--- src/rtl/clock_pkg.sv ---
// clock_pkg: state/field encodings, field limits and calendar helpers
// shared by clock_set_core and its testbench.
package clock_pkg;

    // Field codes double as the set-mode state encoding, so field_sel is the state register.
    localparam logic [2:0] FIELD_YEAR  = 3'd0;
    localparam logic [2:0] FIELD_MONTH = 3'd1;
    localparam logic [2:0] FIELD_DAY   = 3'd2;
    localparam logic [2:0] FIELD_HOUR  = 3'd3;
    localparam logic [2:0] FIELD_MIN   = 3'd4;
    localparam logic [2:0] FIELD_SEC   = 3'd5;
    localparam logic [2:0] RUN_SEL     = 3'd7;

    localparam logic [7:0] SEC_MAX   = 8'd59;
    localparam logic [7:0] MIN_MAX   = 8'd59;
    localparam logic [7:0] HOUR_MAX  = 8'd23;
    localparam logic [7:0] MONTH_MAX = 8'd12;
    localparam logic [7:0] YEAR_MAX  = 8'd99;

    typedef enum logic [2:0] {
        S_YEAR  = FIELD_YEAR,
        S_MONTH = FIELD_MONTH,
        S_DAY   = FIELD_DAY,
        S_HOUR  = FIELD_HOUR,
        S_MIN   = FIELD_MIN,
        S_SEC   = FIELD_SEC,
        RUN     = RUN_SEL
    } state_t;

    typedef struct packed {
        logic [7:0] year;
        logic [7:0] month;
        logic [7:0] day;
        logic [7:0] hour;
        logic [7:0] minute;
        logic [7:0] second;
    } cal_t;

    // Years are 2000..2099, so year%4==0 is the complete leap rule here.
    function automatic logic [7:0] days_in_month(input logic [7:0] month, input logic [7:0] year);
        case (month)
            8'd4, 8'd6, 8'd9, 8'd11: return 8'd30;
            8'd2:                    return (year[1:0] == 2'b00) ? 8'd29 : 8'd28;
            default:                 return 8'd31;
        endcase
    endfunction

    // One step up or down inside [lo, hi], wrapping at either end.
    function automatic logic [7:0] step_wrap(input logic [7:0] value, lo, hi, input logic up);
        if (up) return (value >= hi) ? lo : value + 8'd1;
        else    return (value <= lo) ? hi : value - 8'd1;
    endfunction

endpackage

--- src/rtl/sw_debounce.sv ---
// sw_debounce: accepts a new switch level only after the raw input has
// disagreed with it for DEBOUNCE_CYC consecutive cycles, and emits a
// one-cycle press one cycle after a 0->1 acceptance.
module sw_debounce #(
    parameter int DEBOUNCE_CYC = 250_000
) (
    input  logic clk,
    input  logic rst,
    input  logic raw,
    output logic level,
    output logic press
);
    localparam int            CW       = (DEBOUNCE_CYC > 1) ? $clog2(DEBOUNCE_CYC) : 1;
    localparam logic [CW-1:0] CNT_LAST = CW'(DEBOUNCE_CYC - 1);

    logic [CW-1:0] cnt;
    logic          level_d;

    // Disagreement counter, accepted level and registered rising-edge detect.
    always_ff @(posedge clk) begin
        // NOTE: every state register in a clocked block uses <= so all flops update from pre-edge values.
        if (rst) begin
            cnt     <= '0;
            level   <= 1'b0;
            level_d <= 1'b0;
            press   <= 1'b0;
        end else begin
            if (raw != level) begin
                if (cnt == CNT_LAST) begin
                    level <= raw;
                    cnt   <= '0;
                end else begin
                    cnt <= cnt + 1'b1;
                end
            end else begin
                cnt <= '0;
            end
            level_d <= level;
            press   <= level & ~level_d;
        end
    end

endmodule

--- src/rtl/clock_set_core.sv ---
// clock_set_core: time-of-day/calendar keeper with 1 Hz prescaler and a
// debounced 4-button set-mode FSM. Define CLOCK_ALARM_EN to add the
// hour/minute alarm compare (alarm_hour, alarm_min, alarm_arm, alarm_hit).
module clock_set_core #(
    parameter int CLK_HZ       = 50_000_000,
    parameter int DEBOUNCE_CYC = 250_000,
    parameter int BLINK_DIV    = 4
) (
    input  logic       clk,
    input  logic       rst,
    input  logic [3:0] sw_in,
`ifdef CLOCK_ALARM_EN
    input  logic [7:0] alarm_hour,
    input  logic [7:0] alarm_min,
    input  logic       alarm_arm,
    output logic       alarm_hit,
`endif
    output logic       tick_1hz,
    output logic [7:0] year,
    output logic [7:0] month,
    output logic [7:0] day,
    output logic [7:0] hour,
    output logic [7:0] minute,
    output logic [7:0] second,
    output logic       set_mode,
    output logic [2:0] field_sel,
    output logic       blink
);
    import clock_pkg::*;

    localparam int            PW         = (CLK_HZ > 1) ? $clog2(CLK_HZ) : 1;
    localparam logic [PW-1:0] PRESC_LAST = PW'(CLK_HZ - 1);
    localparam int            BLINK_PER  = (CLK_HZ / BLINK_DIV > 0) ? CLK_HZ / BLINK_DIV : 1;
    localparam int            BW         = (BLINK_PER > 1) ? $clog2(BLINK_PER) : 1;
    localparam logic [BW-1:0] BLINK_LAST = BW'(BLINK_PER - 1);

    state_t        state, state_nxt;
    cal_t          cur, nxt;
    logic [3:0]    press;
    logic [3:0]    level_unused;
    logic [PW-1:0] presc;
    logic [BW-1:0] bcnt;
    logic [7:0]    dim_cur;

    for (genvar i = 0; i < 4; i++) begin : g_db
        sw_debounce #(.DEBOUNCE_CYC(DEBOUNCE_CYC)) u_db (
            .clk   (clk),
            .rst   (rst),
            .raw   (sw_in[i]),
            .level (level_unused[i]),
            .press (press[i])
        );
    end

    assign dim_cur   = days_in_month(cur.month, cur.year);
    assign tick_1hz  = !rst && (state == RUN) && (presc == PRESC_LAST);
    assign field_sel = state;
    assign {year, month, day, hour, minute, second} = cur;

    // Next state: mode toggles RUN/set, next cycles fields; mode outranks next.
    always_comb begin
        // NOTE: defaulting every combinational output first keeps all paths assigned, so no latch is inferred.
        state_nxt = state;
        if (press[0]) begin
            state_nxt = (state == RUN) ? S_YEAR : RUN;
        end else if (press[1]) begin
            case (state)
                S_YEAR:  state_nxt = S_MONTH;
                S_MONTH: state_nxt = S_DAY;
                S_DAY:   state_nxt = S_HOUR;
                S_HOUR:  state_nxt = S_MIN;
                S_MIN:   state_nxt = S_SEC;
                S_SEC:   state_nxt = S_YEAR;
                default: state_nxt = state;
            endcase
        end
    end

    // Next calendar value: full carry chain on a tick, single-field inc/dec in set mode, then day clamp.
    always_comb begin
        nxt = cur;
        if (tick_1hz) begin
            nxt.second = step_wrap(cur.second, 8'd0, SEC_MAX, 1'b1);
            if (cur.second == SEC_MAX) begin
                nxt.minute = step_wrap(cur.minute, 8'd0, MIN_MAX, 1'b1);
                if (cur.minute == MIN_MAX) begin
                    nxt.hour = step_wrap(cur.hour, 8'd0, HOUR_MAX, 1'b1);
                    if (cur.hour == HOUR_MAX) begin
                        nxt.day = step_wrap(cur.day, 8'd1, dim_cur, 1'b1);
                        if (cur.day == dim_cur) begin
                            nxt.month = step_wrap(cur.month, 8'd1, MONTH_MAX, 1'b1);
                            if (cur.month == MONTH_MAX)
                                nxt.year = step_wrap(cur.year, 8'd0, YEAR_MAX, 1'b1);
                        end
                    end
                end
            end
        end else if (state != RUN && !press[0] && !press[1] && (press[2] || press[3])) begin
            // inc outranks dec, so press[2] alone decides the direction.
            case (state)
                S_YEAR:  nxt.year   = step_wrap(cur.year,   8'd0, YEAR_MAX,  press[2]);
                S_MONTH: nxt.month  = step_wrap(cur.month,  8'd1, MONTH_MAX, press[2]);
                S_DAY:   nxt.day    = step_wrap(cur.day,    8'd1, dim_cur,   press[2]);
                S_HOUR:  nxt.hour   = step_wrap(cur.hour,   8'd0, HOUR_MAX,  press[2]);
                S_MIN:   nxt.minute = step_wrap(cur.minute, 8'd0, MIN_MAX,   press[2]);
                S_SEC:   nxt.second = step_wrap(cur.second, 8'd0, SEC_MAX,   press[2]);
                default: nxt = cur;
            endcase
        end
        // Only a month/year change can leave day beyond the month's length.
        if (nxt.day > days_in_month(nxt.month, nxt.year))
            nxt.day = days_in_month(nxt.month, nxt.year);
    end

    // State register plus registered set_mode flag.
    always_ff @(posedge clk) begin
        if (rst) begin
            state    <= RUN;
            set_mode <= 1'b0;
        end else begin
            state    <= state_nxt;
            set_mode <= (state_nxt != RUN);
        end
    end

    // Calendar registers.
    always_ff @(posedge clk) begin
        if (rst) cur <= '{year: 8'd0, month: 8'd1, day: 8'd1, hour: 8'd0, minute: 8'd0, second: 8'd0};
        else     cur <= nxt;
    end

    // Prescaler: free-runs only while staying in RUN, so re-entry restarts a full second.
    always_ff @(posedge clk) begin
        if (rst || state != RUN || state_nxt != RUN) presc <= '0;
        else if (presc == PRESC_LAST)                presc <= '0;
        else                                         presc <= presc + 1'b1;
    end

    // Blink divider: idle and low in RUN, restarted on entry to S_YEAR.
    always_ff @(posedge clk) begin
        if (rst || state_nxt == RUN) begin
            bcnt  <= '0;
            blink <= 1'b0;
        end else if (state_nxt == S_YEAR && state != S_YEAR) begin
            bcnt <= '0;
        end else if (bcnt == BLINK_LAST) begin
            bcnt  <= '0;
            blink <= ~blink;
        end else begin
            bcnt <= bcnt + 1'b1;
        end
    end

`ifdef CLOCK_ALARM_EN
    // Alarm compares the post-increment time, so it fires with the tick that reaches hh:mm:00.
    assign alarm_hit = tick_1hz && alarm_arm && (nxt.hour == alarm_hour) &&
                       (nxt.minute == alarm_min) && (nxt.second == 8'd0);
`endif

endmodule

--- config.mk ---
export PLATFORM = sky130hd
export DESIGN_NAME = clock_set_core
export DESIGN_NICKNAME = d
export VERILOG_FILES = /design/src/rtl/clock_pkg.sv /design/src/rtl/sw_debounce.sv /design/src/rtl/clock_set_core.sv
export SDC_FILE = /design/constraint.sdc
export NUM_CORES = 1
export LEC_CHECK = 0
export CORE_ASPECT_RATIO = 0.7
export CORE_MARGIN = 1
export CORE_UTILIZATION = 55
export CTS_CLUSTER_SIZE = 16
export DETAILED_ROUTE_END_ITERATION = 10
export HOLD_SLACK_MARGIN = 0.08
export MAX_ROUTING_LAYER = met4
export PLACE_DENSITY = 0.77
export SYNTH_ARGS = -nofsm -noshare
export SYNTH_HDL_FRONTEND = slang
export SYNTH_SLANG_ARGS = --single-unit
--- constraint.sdc ---
create_clock -name clk -period 4.2 [get_ports clk]
set_clock_uncertainty 0.15 [all_clocks]
set_input_delay 0.84 -clock clk [delete_from_list [all_inputs] [get_ports clk]]
set_output_delay 0.84 -clock clk [all_outputs]
set_load 0.03 [all_outputs]
* Yosys cells after proc, flatten, opt, wreduce, memory -nomap -nowiden
Index checks and enable logic that the tools add are counted.
Widths: inputs -> output; s select.
** Word-level totals
- Word-level logic and storage cells :: 192
- Register bits after elaboration :: 187
- Input bits :: 6
- Output and inout bits :: 54
** Operators by class
- Magnitude comparators :: 13
- Reduce and logical (&&, ||, !) cells :: 40
- Mux-type cells :: 40
- Bitwise operators :: 14
- Add/subtract/negate cells :: 18
- Equal/unequal tests :: 39
** Operators by type and width (count)
- $mux 8 :: 26
- $mux 48 :: 2
- $add 18x1->18 const B :: 4
- $eq 18x18->1 const B :: 4
- $add 8x1->8 const B :: 6
- $le 8x1->1 const B :: 6
- $sub 8x1->8 const B :: 6
- $eq 8x4->1 const B :: 5
- $mux 40 :: 1
- $eq 8x3->1 const B :: 4
- $mux 32 :: 1
- $add 26x1->26 const B :: 1
- $eq 26x26->1 const B :: 1
- $add 24x1->24 const B :: 1
- $eq 24x24->1 const B :: 1
- $mux 24 :: 1
- $pmux 3 s6 :: 1
- $eq 8x2->1 const B :: 2
- $eq 8x6->1 const B :: 2
- $ge 8x6->1 const B :: 2
- $mux 16 :: 1
- $reduce_or 3->1 :: 5
- $eq 3x3->1 const B :: 4
- $reduce_and 2->1 :: 6
- 29 further kinds :: 71

* Logic depth before layout (Yosys ltp)
Gate-level depths: netlist (run 1).
- Word-level depth :: 14
- Gate-level depth with buffers :: 21
- Depth with buffers taken out :: 21

* Modules after synthesis
A second synthesis (run 1) with hierarchy kept.
** Unflattened totals
- Cells, all modules :: 1337
- Area total of the unflattened synthesis :: 10628.9 µm²
** Modules (own cells, without submodules)
- clock_set_core :: cells an instance 926, sequential area each 2062.0 µm², area an instance 6896.6 µm², instances 1
- sw_debounce at g_db[0].u_db ... :: cells an instance 102, sequential area each 420.4 µm², area an instance 937.1 µm², instances 3
- sw_debounce at g_db[3].u_db :: cells an instance 105, sequential area each 420.4 µm², area an instance 920.9 µm², instances 1

* Least setup slack after synthesis (run 1)
Ideal clock, no wire load.
- Path kind :: flip-flop to flip-flop
- Start point :: register cur (netlist bit year[0])
- End point :: register cur (netlist bit day[1])
- Stages on the path, launching flop included :: 20
- Setup slack :: -365 ps
- Clock period less this slack :: 4565 ps
- Data required time :: 3980 ps
- Data arrival time :: 4345 ps
- Buffers on the path :: 0
- Setup time :: 70 ps
- Cell sequence :: dfxtp_1 -> inv_1 -> ha_1 -> nand2b_1 -> nand3_1 -> nand3_1 -> ha_1 -> nand2_1 -> or3_1 -> or3_4 -> or3b_1 -> a31oi_1 -> or3b_1 -> o211ai_2 -> nand2b_1 -> ha_1 -> a21oi_1 -> a41oi_1 -> a31o_2 -> a21oi_1
** On the way
- Cells in the longest elaborated chain, start to end :: 14
- Elaborated cells between the ends (all ways) :: 35
- Classes of those cells :: add/sub (2); order compare (4); eq/ne (6); mux (20); reduce/logical (3)
** RTL lines
- start, declared :: line clock_set_core.sv:38 : cal_t cur, nxt;
- start signal, assigned :: line clock_set_core.sv:128 : if (rst) cur <= '{year: 8'd0, month: 8'd1, day: 8'd1, hour: 8'd0, minute: 8'd0, second: 8'd0};
- start signal, assigned :: line clock_set_core.sv:129 : else cur <= nxt;
- $logic_not 2->1 :: line clock_pkg.sv:43 : 8'd2: return (year[1:0] == 2'b00) ? 8'd29 : 8'd28;
- $mux 1 :: line clock_pkg.sv:43
- $pmux 2 s2 :: line clock_pkg.sv:41 : case (month)
- $eq 8x8->1 :: line clock_set_core.sv:90 : if (cur.day == dim_cur) begin
- $mux 16 :: line clock_set_core.sv:90
- $mux 24 :: line clock_set_core.sv:88 : if (cur.hour == HOUR_MAX) begin
- $mux 32 :: line clock_set_core.sv:86 : if (cur.minute == MIN_MAX) begin
- $mux 40 :: line clock_set_core.sv:84 : if (cur.second == SEC_MAX) begin
- $mux 48 (*) :: line clock_set_core.sv:82 : if (tick_1hz) begin
- $eq 8x3->1 (tied with other cells) :: line clock_pkg.sv:41
- $reduce_or 4->1 or $mux 1 (tied branches) :: line clock_pkg.sv:41, clock_pkg.sv:43
- $pmux 2 s2 :: line clock_pkg.sv:41
- $gt 8x8->1 :: line clock_set_core.sv:111 : if (nxt.day > days_in_month(nxt.month, nxt.year))
- $mux 8 (*) :: line clock_set_core.sv:111
Mark *: on every way between the ends. The rest lies on a longest branch, timed or not. The select of a mux whose other input is x is not followed.
A chain may end at the register's enable or synchronous reset.

* Worst setup path in the final report (run 1)
- Start point :: register cur (netlist bit month[1])
- End point :: register cur (netlist bit day[1])
** On the way
- Cells in the longest elaborated chain, start to end :: 14
- Elaborated cells between the ends (all ways) :: 40
- Classes of those cells :: add/sub (2); order compare (4); eq/ne (12); mux (19); reduce/logical (3)
** RTL lines (line)
- $eq 8x3->1 or $eq 8x4->1 (tied branches) :: clock_pkg.sv:41
- $reduce_or 4->1 :: clock_pkg.sv:41
- $pmux 2 s2 :: clock_pkg.sv:41
- $eq 8x8->1 :: clock_set_core.sv:90
- $mux 16 :: clock_set_core.sv:90
- $mux 24 :: clock_set_core.sv:88
- $mux 32 :: clock_set_core.sv:86
- $mux 40 :: clock_set_core.sv:84
- $mux 48 (*) :: clock_set_core.sv:82
- $eq 8x3->1 (tied with other cells) :: clock_pkg.sv:41
- $reduce_or 4->1 or $mux 1 (tied branches) :: clock_pkg.sv:41, clock_pkg.sv:43
- $pmux 2 s2 :: clock_pkg.sv:41
- $gt 8x8->1 :: clock_set_core.sv:111
- $mux 8 (*) :: clock_set_core.sv:111
Marked as above.

==> summary.md, run 1 <==
| Metric | Value |
|---|---|
| Commonest cells after routing, fill and taps aside | nor2_1 (228), dfxtp_1 (180), nand2_1 (104) |
| Die area | 19,400 um2 |
| Yosys reg bits | 187 |
| RSZ-0062 raised after global routing | true |
| PortBufs | 59 |
| Hpwl dp | 18.7 mm |
| Fin cells | 1,666 |
| Maxcap violations | 0 |
| XOR/XNOR share of the synthesized area | 10.6% |
| Crit start category | flop |
| Post-synth cell types | 84 |
| CP Data Arrival Time | 4.54 ns |
| Number of synthesized flops with an enable pin | 0 |
| RR Startpoint | month[1] |
| First-pass iteration count of the detailed router | 10 |
| Synth async-reset ratio | 0% |
| Tightest Pin Transition | 1.05 ns |
| Num CTS Buffers | 17 |
| Status | complete, but fails checks |
| GRT Util Overall | 28.4% |
| # hold bufs at CTS | 0 |
| CTS tree | yes |
| Register area share after synthesis | 36.2% |
| Ys Warns | 0 |
| Worst reg-to-reg setup slack | -0.11 ns |
| Power per cell area | 280 nW/um2 |
| Initial antenna violation count | 0 |
| Num rows | 41 |
| Clk_lat worst skew | 0.44 ns |
| P&R area growth vs syn | 19.7% |
| Iter 0 DRT Violations | 750 |
| Final worst slack | -0.114 ns |
| Worst reg2reg path depth | 19 |
| Clk slew on worst S/H paths | 0.07 ns |
| Cell Area, Synth | 10,300 um2 |
| Initial Utilization | 56.8% |
| Violated checks | design-rule violations, negative setup slack |
| Via count | 9,727 |
| Post-synthesis adder-cell area fraction | 3.27% |
| Final Max Tran Viols | 0 |
| Root buf cell | clkbuf_16 |
| Compound-gate portion of the synthesized area | 13.4% |
| Congestion Overflow GR | 0 |
| Vias in the first global route | 8,923 |
| Simple-gate portion of the synthesized area | 32.2% |
| Hold Crit Start | g_db[2].u_db.level_d |
| Via-per-instance ratio | 5.84 |
| DIE HEIGHT | 117 um |
| Avg Cell Area, Syn | 7.86 um2 |
| CP Data Required Time | 4.42 ns |
| Maximum vdd drop | 233 uV |
| Share of cells above drive strength 1 | 12.2% |
| WL final | 26.6 mm |
| Most common cell after layout, fill and taps aside | nor2_1 |
| Core Region | 18,200 um2 |
| Largest net degree at the start of global routing | 59 |
| DIE WIDTH | 166 um |
| CTS H-tree depth | 4 |
| Hold Crit Class | reg -> reg |
| Placed cell count | 1,630 |
| Kind of critical path | reg -> reg |
| Final Hold Fails | 0 |
| Final period util | 103% |
| Global-route wire length before repair | 43.3 mm |
| Number of antenna-violating nets in the routed design | 0 |
| DRC Markers | 5 |
| DR WL/cell | 15.9 um |
| Synth Flop Type | dfxtp_1 |
| CP Max Fanout | 4 |
| Fmax | 232 MHz |
| Slew headroom | 29.8% |
| Critical Path Sink Type | flop |
| Final #Nets | 1,450 |
| # IOs | 60 |
| Diode count | 0 |
| Largest family of logic cells by synthesized area | simple AND/OR/NAND/NOR gates |
| Clock sinks | 187 |
| Worst hold stages | 1 |
| Synthesized instance count | 1,315 |
| Min-Delay Endpoint | g_db[2].u_db.press |
| Reg-to-Reg End | day[1] |
| Leak pwr | 4.39 nW |
| Setup TNS | -0.166 ns |
| Gp weighted congestion | 0.967 |
| Post-synthesis mux area share | 0.799% |
| Post-route minimum period | 4.31 ns |
| Max Root-Sink Buffers | 2 |
| Finish-stage setup viols | 2 |
timing repair:
item / 4_1_cts / 5_1_grt
resized for setup: 26 / 11
setup endpoints to repair: 2 / 2
pin swaps: 16 / 12
setup buffers: 4 / 0
synthesized netlist by cell type (all sizes together), types with 13 or more instances:
cell type / instances / area [um2]
a21oi: 67 / 339
nand2: 106 / 403
ha: 27 / 338
nor2b: 13 / 81.3
or3: 33 / 211
clkbuf: 44 / 165
nor4: 17 / 121
nor3: 42 / 210
nor2: 229 / 860
nand4: 37 / 231
nor4b: 15 / 153
o21ai: 54 / 270
nand3: 69 / 350
inv: 38 / 143
dfxtp: 187 / 3740
xor2: 71 / 622
and3: 32 / 201
xnor2: 54 / 473
through the flow:
stage               hold slack, ns  area (um2)  worst slack [ns]  utilization, %  power (mW)
finish                       0.240       12400            -0.114            67.9        3.46
global route                 0.254       12400            -0.211            67.9        3.56
CTS                          0.240       12300            -0.115            67.7        3.48
detailed placement           0.225       11600            -0.250            63.7        1.93
global placement             0.223       11600           -0.0925            63.7        1.93
floorplan                    0.217       10400           0.00395               -        1.90
cells by family after synthesis:
group | count (synthesis)
AOI/OAI and AO/OA | 214
adders and majority gates | 27
xor gates and xnor gates | 125
other | 1
buffers and inverters | 94
muxes | 8
and+or+nand+nor | 659
DFF | 187
final cells by class:
type / instances / area [um2]
inverters: 39 / 154
clock inverters: 13 / 134
repair buffers: 136 / 1160
flip-flops and latches: 187 / 3760
fillers: 1483 / 5840
multi-input cells: 1036 / 6420
well taps: 236 / 295
clock buffers: 19 / 443
critical path: stages, from the launching register on:
cell and delay [ns]:
dfxtp_4 0.39, buf_6 0.10, ha_4 0.16, o21ai_2 0.07, nand3_2 0.10, nand3_4 0.10
ha_4 0.30, nand2_1 0.05, or3_4 0.33, or3_4 0.35, or3b_4 0.39, a31oi_4 0.22
or3b_4 0.41, o211ai_2 0.08, nand2b_1 0.08, ha_2 0.27, a21oi_2 0.13, a41oi_2 0.19
a31o_2 0.27, a21oi_2 0.09
routing by layer:
| metal | up-vias | global-route usage (%) | share of wire [%] |
|---|---|---|---|
| met4 | 0 | 9.28 | 1.5 |
| met1 | 4540 | 38.0 | 49 |
| met2 | 309 | 43.1 | 43 |
| li1 | 4848 | - | - |
| met3 | 30 | 5.56 | 6.5 |
| met5 | - | - | 0 |
registers in the layout (all words and copies together), names as in the netlist, 3 cells and up:
name / cells
month: 8
hour: 8
bcnt: 24
g_db.u_db.press: 4
field_sel: 3
minute: 8
g_db.u_db.level: 4
g_db.u_db.cnt: 72
second: 8
day: 8
presc: 26
year: 8
g_db.u_db.level_d: 4
where the power goes:
part,internal [mW],leakage (nW),switching [mW],total (mW)
clock,0.800,0.279,0.766,1.57
combinational,0.0354,2.59,0.0677,0.103
sequential,1.78,1.51,0.0129,1.79
total,2.61,4.39,0.846,3.46
how the worst max path moves through the flow:
stage          startpoint  endpoint
2_1_floorplan    month[5]    day[1]
3_3_place_gp     month[0]    day[1]
3_5_place_dp     month[0]    day[1]
4_1_cts          month[0]    day[1]
5_1_grt          month[1]    day[1]
6_report         month[1]    day[1]
(Power assumes the default switching activity.)
==> run 2: changes to the inputs <==
- PLACE_DENSITY: 0.77 -> 0.74
- REMOVE_ABC_BUFFERS: not set -> 1
- clock period: 4.2 -> 4.77 ns (I/O delays scaled with it)
==> run 2 against run 1 <==
Net effect:
- largest cell class unchanged
- global-route usage decreased by 1.2 points
- highest routed layer unchanged
- critical path depth unchanged
- the run ends with design-rule violations left
- power decreased by 13%
- via count decreased by 1.7%
- largest power group unchanged
- final area decreased by 4.6%
- sequential power decreased by 12%
- worst hold slack got worse by 0.014 ns
==> summary.md, run 2 (same netlist as run 1, synthesis figures left out) <==
| Metric | Value |
|---|---|
| Leak pwr | 4.07 nW (-7.3%) |
| Top reg by flops | g_db.u_db.cnt |
| Power per cell area | 254 nW/um2 (-9.1%) |
| RR Startpoint | month[0] |
| Vias in the first global route | 8,595 (-3.7%) |
| Most common cell after layout, fill and taps aside | nor2_1 |
| Hpwl dp | 17.7 mm (-5.0%) |
| Maxcap violations | 0 (unchanged) |
| Min-Delay Endpoint | g_db[0].u_db.press |
| Top flop regs | g_db.u_db.cnt x72, presc x26, bcnt x24 |
| Final Hold Fails | 0 (unchanged) |
| Post-Layout Inst Area | 11,800 um2 (-4.6%) |
| Share of cells above drive strength 1 | 6.97% (-5.2 points) |
| Slew headroom | 28.5% (-1.2 points) |
| Congestion Overflow GR | 0 (unchanged) |
| DIE HEIGHT | 117 um (unchanged) |
| DR WL/cell | 15.6 um (-1.9%) |
| Core Region | 18,200 um2 (unchanged) |
| Slowest stage cell on the critical path | or3b_1 |
| Finish-stage setup viols | 0 (-2) |
| Largest stage delay, worst path | 0.41 ns (about the same) |
| DIE WIDTH | 166 um (unchanged) |
| Final period util | 94.9% (-7.8 points) |
| CP Cell Sequence | inv_2, ha_2, o21ai_0, nand3_1, nand3_2, ha_4, nand2_1, or3_1, or3_4, or3b_1, a31oi_4, or3b_1, o211ai_2, nand2b_1, ha_1, a21oi_2, a41oi_2, a31o_2, a21oi_1 |
| Largest register FFs | 72 (unchanged) |
| WL final | 25.2 mm (-5.0%) |
| Largest net degree at the start of global routing | 59 (unchanged) |
| Placed cell count | 1,580 (-3.1%) |
| Final #Nets | 1,399 (-3.5%) |
| Commonest cells after routing, fill and taps aside | nor2_1 (229), dfxtp_1 (185), nand2_1 (104) |
| Status | complete, but fails checks |
| Final worst slack | 0.242 ns (+0.356 ns) |
| Num CTS Buffers | 17 (unchanged) |
| Most used cell, CP | or3b_1 |
| CP Max Fanout | 9 (+5) |
| Net Switching | 0.724 mW (-14%) |
| Initial Utilization | 56.8% (unchanged) |
| Hold Crit Class | reg -> reg |
| Global-route wire length before repair | 41.6 mm (-3.9%) |
| Area post-placement | 11,200 um2 (-3.7%) |
| Final Max Tran Viols | 0 (unchanged) |
| Diode count | 0 (unchanged) |
| Hold Crit Start | g_db[0].u_db.level_d |
| Worst reg-to-reg setup slack | 0.24 ns (+0.36 ns) |
| Gp weighted congestion | 0.966 (-0.18%) |
| Via count | 9,566 (-1.7%) |
| PortBufs | 59 (unchanged) |
| Comb pwr share | 2.9% (about the same) |
| CTS tree | yes |
| Violated checks | design-rule violations |
| Initial antenna violation count | 0 (unchanged) |
| Worst hold stages | 1 (unchanged) |
| Net Sw Frac | 24.2% (-0.30 points) |
| Reg power frac | 52.7% (+0.9 points) |
| Post-route minimum period | 4.53 ns (+0.214 ns) |
| Clk_lat worst skew | 0.45 ns (about the same) |
| DRC Markers | 5 (unchanged) |
| P&R area growth vs syn | 14.1% |
| Kind of critical path | reg -> reg |
| # IOs | 60 (unchanged) |
| CTS H-tree depth | 4 (unchanged) |
| GRT Util Overall | 27.1% (-1.2 points) |
| Max Root-Sink Buffers | 2 (unchanged) |
| Reg-to-Reg End | day[1] |
| Clock sinks | 187 (unchanged) |
| Iter 0 DRT Violations | 1,077 (+44%) |
| Dpl ws | -0.0293 ns (+0.221 ns) |
| Crit start category | flop |
| CP Data Arrival Time | 4.75 ns (+0.21 ns) |
| Pint | 2.27 mW (-13%) |
| Setup TNS | 0 ns (+0.166 ns) |
| Tightest Pin Transition | 1.07 ns (+0.0187 ns) |
| RSZ-0062 raised after global routing | false |
| Critical Path Sink Type | flop |
| Maximum vdd drop | 171 uV (-27%) |
| Clk slew on worst S/H paths | 0.07 ns (about the same) |
| # hold bufs at CTS | 0 (unchanged) |
| Die area | 19,400 um2 (unchanged) |
| Root buf cell | clkbuf_16 |
| Worst reg2reg path depth | 19 (unchanged) |
| First-pass iteration count of the detailed router | 11 (+1) |
| Num rows | 41 (unchanged) |
| Fin cells | 1,614 (-3.1%) |
| Via-per-instance ratio | 5.93 (+1.5%) |
| CP Data Required Time | 5.00 ns (+0.58 ns) |
| Clock network power share | 44.4% (-0.8 points) |
| Number of antenna-violating nets in the routed design | 0 (unchanged) |
| Fmax | 221 MHz (-4.7%) |
==> run 2: how the worst max path moves through the flow <==
stage | startpoint | to | slack (ns) | cells after the start
6_report | month[0] | day[1] | 0.24 | 19
5_1_grt | month[0] | day[1] | 0.05 | 19
4_1_cts | month[1] | day[1] | 0.01 | 18
3_5_place_dp | month[0] | day[1] | -0.03 | 19
3_3_place_gp | month[0] | day[1] | 0.14 | 18
2_1_floorplan | year[0] | day[1] | 0.20 | 19
==> run 2: per-stage QoR <==
stage | util, % | hold slack [ns] | total power [mW]
floorplan | - | 0.217 | 1.66
global placement | 61.4 | 0.220 | 1.70
detailed placement | 61.4 | 0.221 | 1.70
CTS | 64.3 | 0.223 | 3.01
global route | 64.8 | 0.246 | 3.08
finish | 64.8 | 0.226 | 3.00
==> run 2: worst max-delay path: cells and delay by family (launching register included) <==
family | cells | cell delay (ns)
buf+inv | 1 | 0.09
fa+ha+maj | 3 | 0.77
flops | 1 | 0.39
compound gates | 7 | 1.13
simple gates | 8 | 1.95
==> run 2: area by class of cell <==
class	count	area, um2
repair buffers	85	781
well taps	236	295
clock inverters	13	106
clock buffers	18	429
flip-flops and latches	187	3750
multi-input cells	1036	6290
inverters	39	146
fillers	1564	6410
==> run 2: power by group through the flow <==
stage	clock network, mW	logic, mW	registers [mW]
6_report	1.33	0.0856	1.58
5_1_grt	1.41	0.0945	1.58
4_1_cts	1.35	0.0837	1.58
3_5_place_dp	0	0.0836	1.62
3_3_place_gp	0	0.0824	1.62
2_1_floorplan	0	0.0390	1.62
==> run 2: repair_timing <==
action,CTS,global route
cloned,0,0
gates resized for setup,1,13
setup endpoints to repair,2,2
pin swaps,0,3
buffers inserted,0,3
==> run 2: routing by layer <==
| layer | global-route usage (%) | vias up | part of all wire (%) |
|---|---|---|---|
| met4 | 8.85 | 0 | 1.6 |
| met1 | 36.8 | 4460 | 50 |
| met5 | - | - | 0 |
| met3 | 5.73 | 42 | 6.6 |
| met2 | 40.3 | 321 | 42 |
| li1 | - | 4743 | - |
==> run 3: changes to the inputs <==
- CAP_MARGIN: not set -> 20
- CORE_UTILIZATION: 55 -> 60
- PLACE_DENSITY: 0.74 -> 0.8
==> run 3 against run 2 <==
Net effect:
- the run now ends clean
- die area is 8.2% lower
- via count hardly changed
- sequential share of layout area is 0.063 points lower
- non-clock buffer count is 3 lower
- critical endpoint unchanged
- maximum frequency hardly changed
- largest power group unchanged
- core utilization is 6.5 points higher
==> summary.md, run 3 (same netlist as run 1, synthesis figures left out) <==
| Metric | Value |
|---|---|
| Status | finished, final reports clean |
| Maximum vdd drop | 219 uV (+28%) |
| Clock network power share | 47.5% (+3.1 points) |
| First-pass iteration count of the detailed router | 5 (-6) |
| P&R area growth vs syn | 14.4% |
| Final #Nets | 1,396 (-0.21%) |
| Hold Crit Class | reg -> reg |
| # hold bufs at CTS | 0 (unchanged) |
| Diode count | 0 (unchanged) |
| Fillcell total | 1,337 (-15%) |
| Comb pwr share | 2.7% (-0.2 points) |
| Critical Path Sink Type | flop |
| Reg-to-Reg End | day[1] |
| Worst reg-to-reg setup slack | 0.24 ns (about the same) |
| DRC Markers | 0 (-5) |
| DIE WIDTH | 159 um (-4.2%) |
| Largest net degree at the start of global routing | 59 (unchanged) |
| Pint | 2.43 mW (+6.6%) |
| Most common cell after layout, fill and taps aside | nor2_1 |
| Net Sw Frac | 23.5% (-0.61 points) |
| Highest metal used | met4 |
| Leak pwr | 4.11 nW (+1.0%) |
| Post-route minimum period | 4.53 ns (+0.00290 ns) |
| Worst reg2reg path depth | 19 (unchanged) |
| Via count | 9,563 (-0.031%) |
| Setup TNS | 0 ns (unchanged) |
| CTS H-tree depth | 4 (unchanged) |
| Largest register FFs | 72 (unchanged) |
| Initial antenna violation count | 0 (unchanged) |
| CP Data Arrival Time | 4.76 ns (about the same) |
| Num CTS Buffers | 17 (unchanged) |
| Max Root-Sink Buffers | 2 (unchanged) |
| Via-per-instance ratio | 5.97 (+0.78%) |
| DR WL/cell | 15.5 um (-0.81%) |
| Num rows | 39 (-4.9%) |
| Top flop regs | g_db.u_db.cnt x72, presc x26, bcnt x24 |
| Vias in the first global route | 8,821 (+2.6%) |
| Wire length on met2 | 10.7 mm (+0.85%) |
| Initial Utilization | 62.3% (+5.5 points) |
| Metal-1 WL | 11.8 mm (-5.5%) |
| # IOs | 60 (unchanged) |
| CP Max Fanout | 8 (-1) |
| Reg power frac | 49.8% (-2.9 points) |
| Worst hold stages | 1 (unchanged) |
| Global-route wire length before repair | 42.4 mm (+1.9%) |
| Post-Layout Inst Area | 11,800 um2 (+0.23%) |
| Kind of critical path | reg -> reg |
| Clock sinks | 187 (unchanged) |
| GRT Util Overall | 29.4% (+2.2 points) |
| PortBufs | 59 (unchanged) |
| Top reg by flops | g_db.u_db.cnt |
| Die area | 17,800 um2 (-8.2%) |
| Net Switching | 0.747 mW (+3.1%) |
| Root buf cell | clkbuf_16 |
| Fmax | 221 MHz (about the same) |
| Clk_lat worst skew | 0.44 ns (about the same) |
| Hold Crit Start | g_db[1].u_db.level_d |
| Tightest Pin Transition | 1.02 ns (-0.0481 ns) |
| Final Hold Fails | 0 (unchanged) |
| Iter 0 DRT Violations | 764 (-29%) |
| Gp weighted congestion | 0.989 (+2.4%) |
| CTS tree | yes |
| Pwr Total | 3.17 mW (+5.8%) |
| DIE HEIGHT | 112 um (-4.2%) |
| Congestion Overflow GR | 0 (unchanged) |
| Hpwl dp | 17.1 mm (-3.4%) |
| CP Data Required Time | 5.00 ns (about the same) |
| Share of cells above drive strength 1 | 6.54% (-0.43 points) |
| RR Startpoint | month[1] |
| Final core utilization | 71.3% (+6.5 points) |
| Core Region | 16,600 um2 (-8.9%) |
| Slew headroom | 31.7% (+3.2 points) |
| Clk slew on worst S/H paths | 0.08 ns (about the same) |
| Finish-stage setup viols | 0 (unchanged) |
| Area post-placement | 11,100 um2 (-0.26%) |
| WL final | 24.8 mm (-1.6%) |
| Crit start category | flop |
| Final period util | 95.0% (about the same) |
| Power per cell area | 268 nW/um2 (+5.5%) |
| WL met3 | 1.98 mm (+18%) |
| Maxcap violations | 0 (unchanged) |
| Min-Delay Endpoint | g_db[1].u_db.press |
| Final Max Tran Viols | 0 (unchanged) |
| Commonest cells after routing, fill and taps aside | nor2_1 (229), dfxtp_1 (184), nand2_1 (104) |
| Number of antenna-violating nets in the routed design | 0 (unchanged) |
[run 3: cell types whose count changed in the layout (fill, tap and decap cells not counted), moves of 2 or more]
cell,previous run,this run
ha_1,24,26
buf_4,26,23
clkbuf_8,0,2
clkinv_8,0,2
clkinv_2,3,1
bufinv_16,0,2
clkinvlp_4,3,1
[run 3: metrics by stage]
stage	hold slack, ns	setup WS [ns]	cells
after global routing	0.252	-0.0577	1601
after global placement	0.221	0.164	1567
after detailed placement	0.227	-0.0121	1567
after CTS	0.239	0.0536	1599
after floorplan	0.217	0.203	1262
final	0.238	0.239	1601
[run 3: final cells by class]
type                            instances  area (um2)  area share [%]
Multi-Input combinational cell       1036        6260            52.9
Clock inverter                         13         176            1.49
Timing Repair Buffer                   82         758            6.41
Tap cell                              225         282            2.38
Inverter                               39         146            1.24
Clock buffer                           19         453            3.83
Sequential cell                       187        3750            31.7
[run 3: worst max-delay path by stage]
stage,cells past startpoint,startpoint,end,slack (ns)
after floorplan,19,year[0],day[1],0.20
after CTS,18,month[1],day[1],0.05
final,19,month[1],day[1],0.24
after global placement,18,month[0],day[1],0.16
after global routing,19,month[0],day[0],-0.06
after detailed placement,18,month[0],day[1],-0.01
[run 3: what timing repair did]
| action | 4_1_cts | 5_1_grt |
|---|---|---|
| gates cloned | 0 | 0 |
| pin swaps | 0 | 3 |
| setup endpoints to repair | 2 | 2 |
| buffers inserted | 0 | 2 |
| gates resized for setup | 2 | 6 |
[run 3: layer usage]
metal / global-route usage, % / vias up
met5: - / -
met3: 6.11 / 36
met2: 43.8 / 376
met4: 7.63 / 0
met1: 40.3 / 4402
li1: - / 4749
[run 3: worst max-delay path, cell delays in order (launching register included)]
cell and delay, ns:
dfxtp_2 0.38, inv_1 0.11, ha_1 0.22, nor2_1 0.05, o21ai_0 0.13, nand3_1 0.13
ha_1 0.32, nand2_1 0.05, or3_1 0.38, or3_4 0.37, or3b_1 0.41, a31oi_4 0.21
or3b_1 0.38, o211ai_2 0.10, nand2b_1 0.08, ha_1 0.27, a21oi_1 0.16, a41oi_2 0.18
a31o_2 0.29, a21oi_1 0.11
[run 3: power by group through the flow]
stage	combinational, mW	sequential [mW]	clock [mW]
floorplan	0.0390	1.62	0
global placement	0.0815	1.62	0
detailed placement	0.0827	1.62	0
CTS	0.0840	1.58	1.52
global route	0.0942	1.58	1.59
finish	0.0859	1.58	1.51
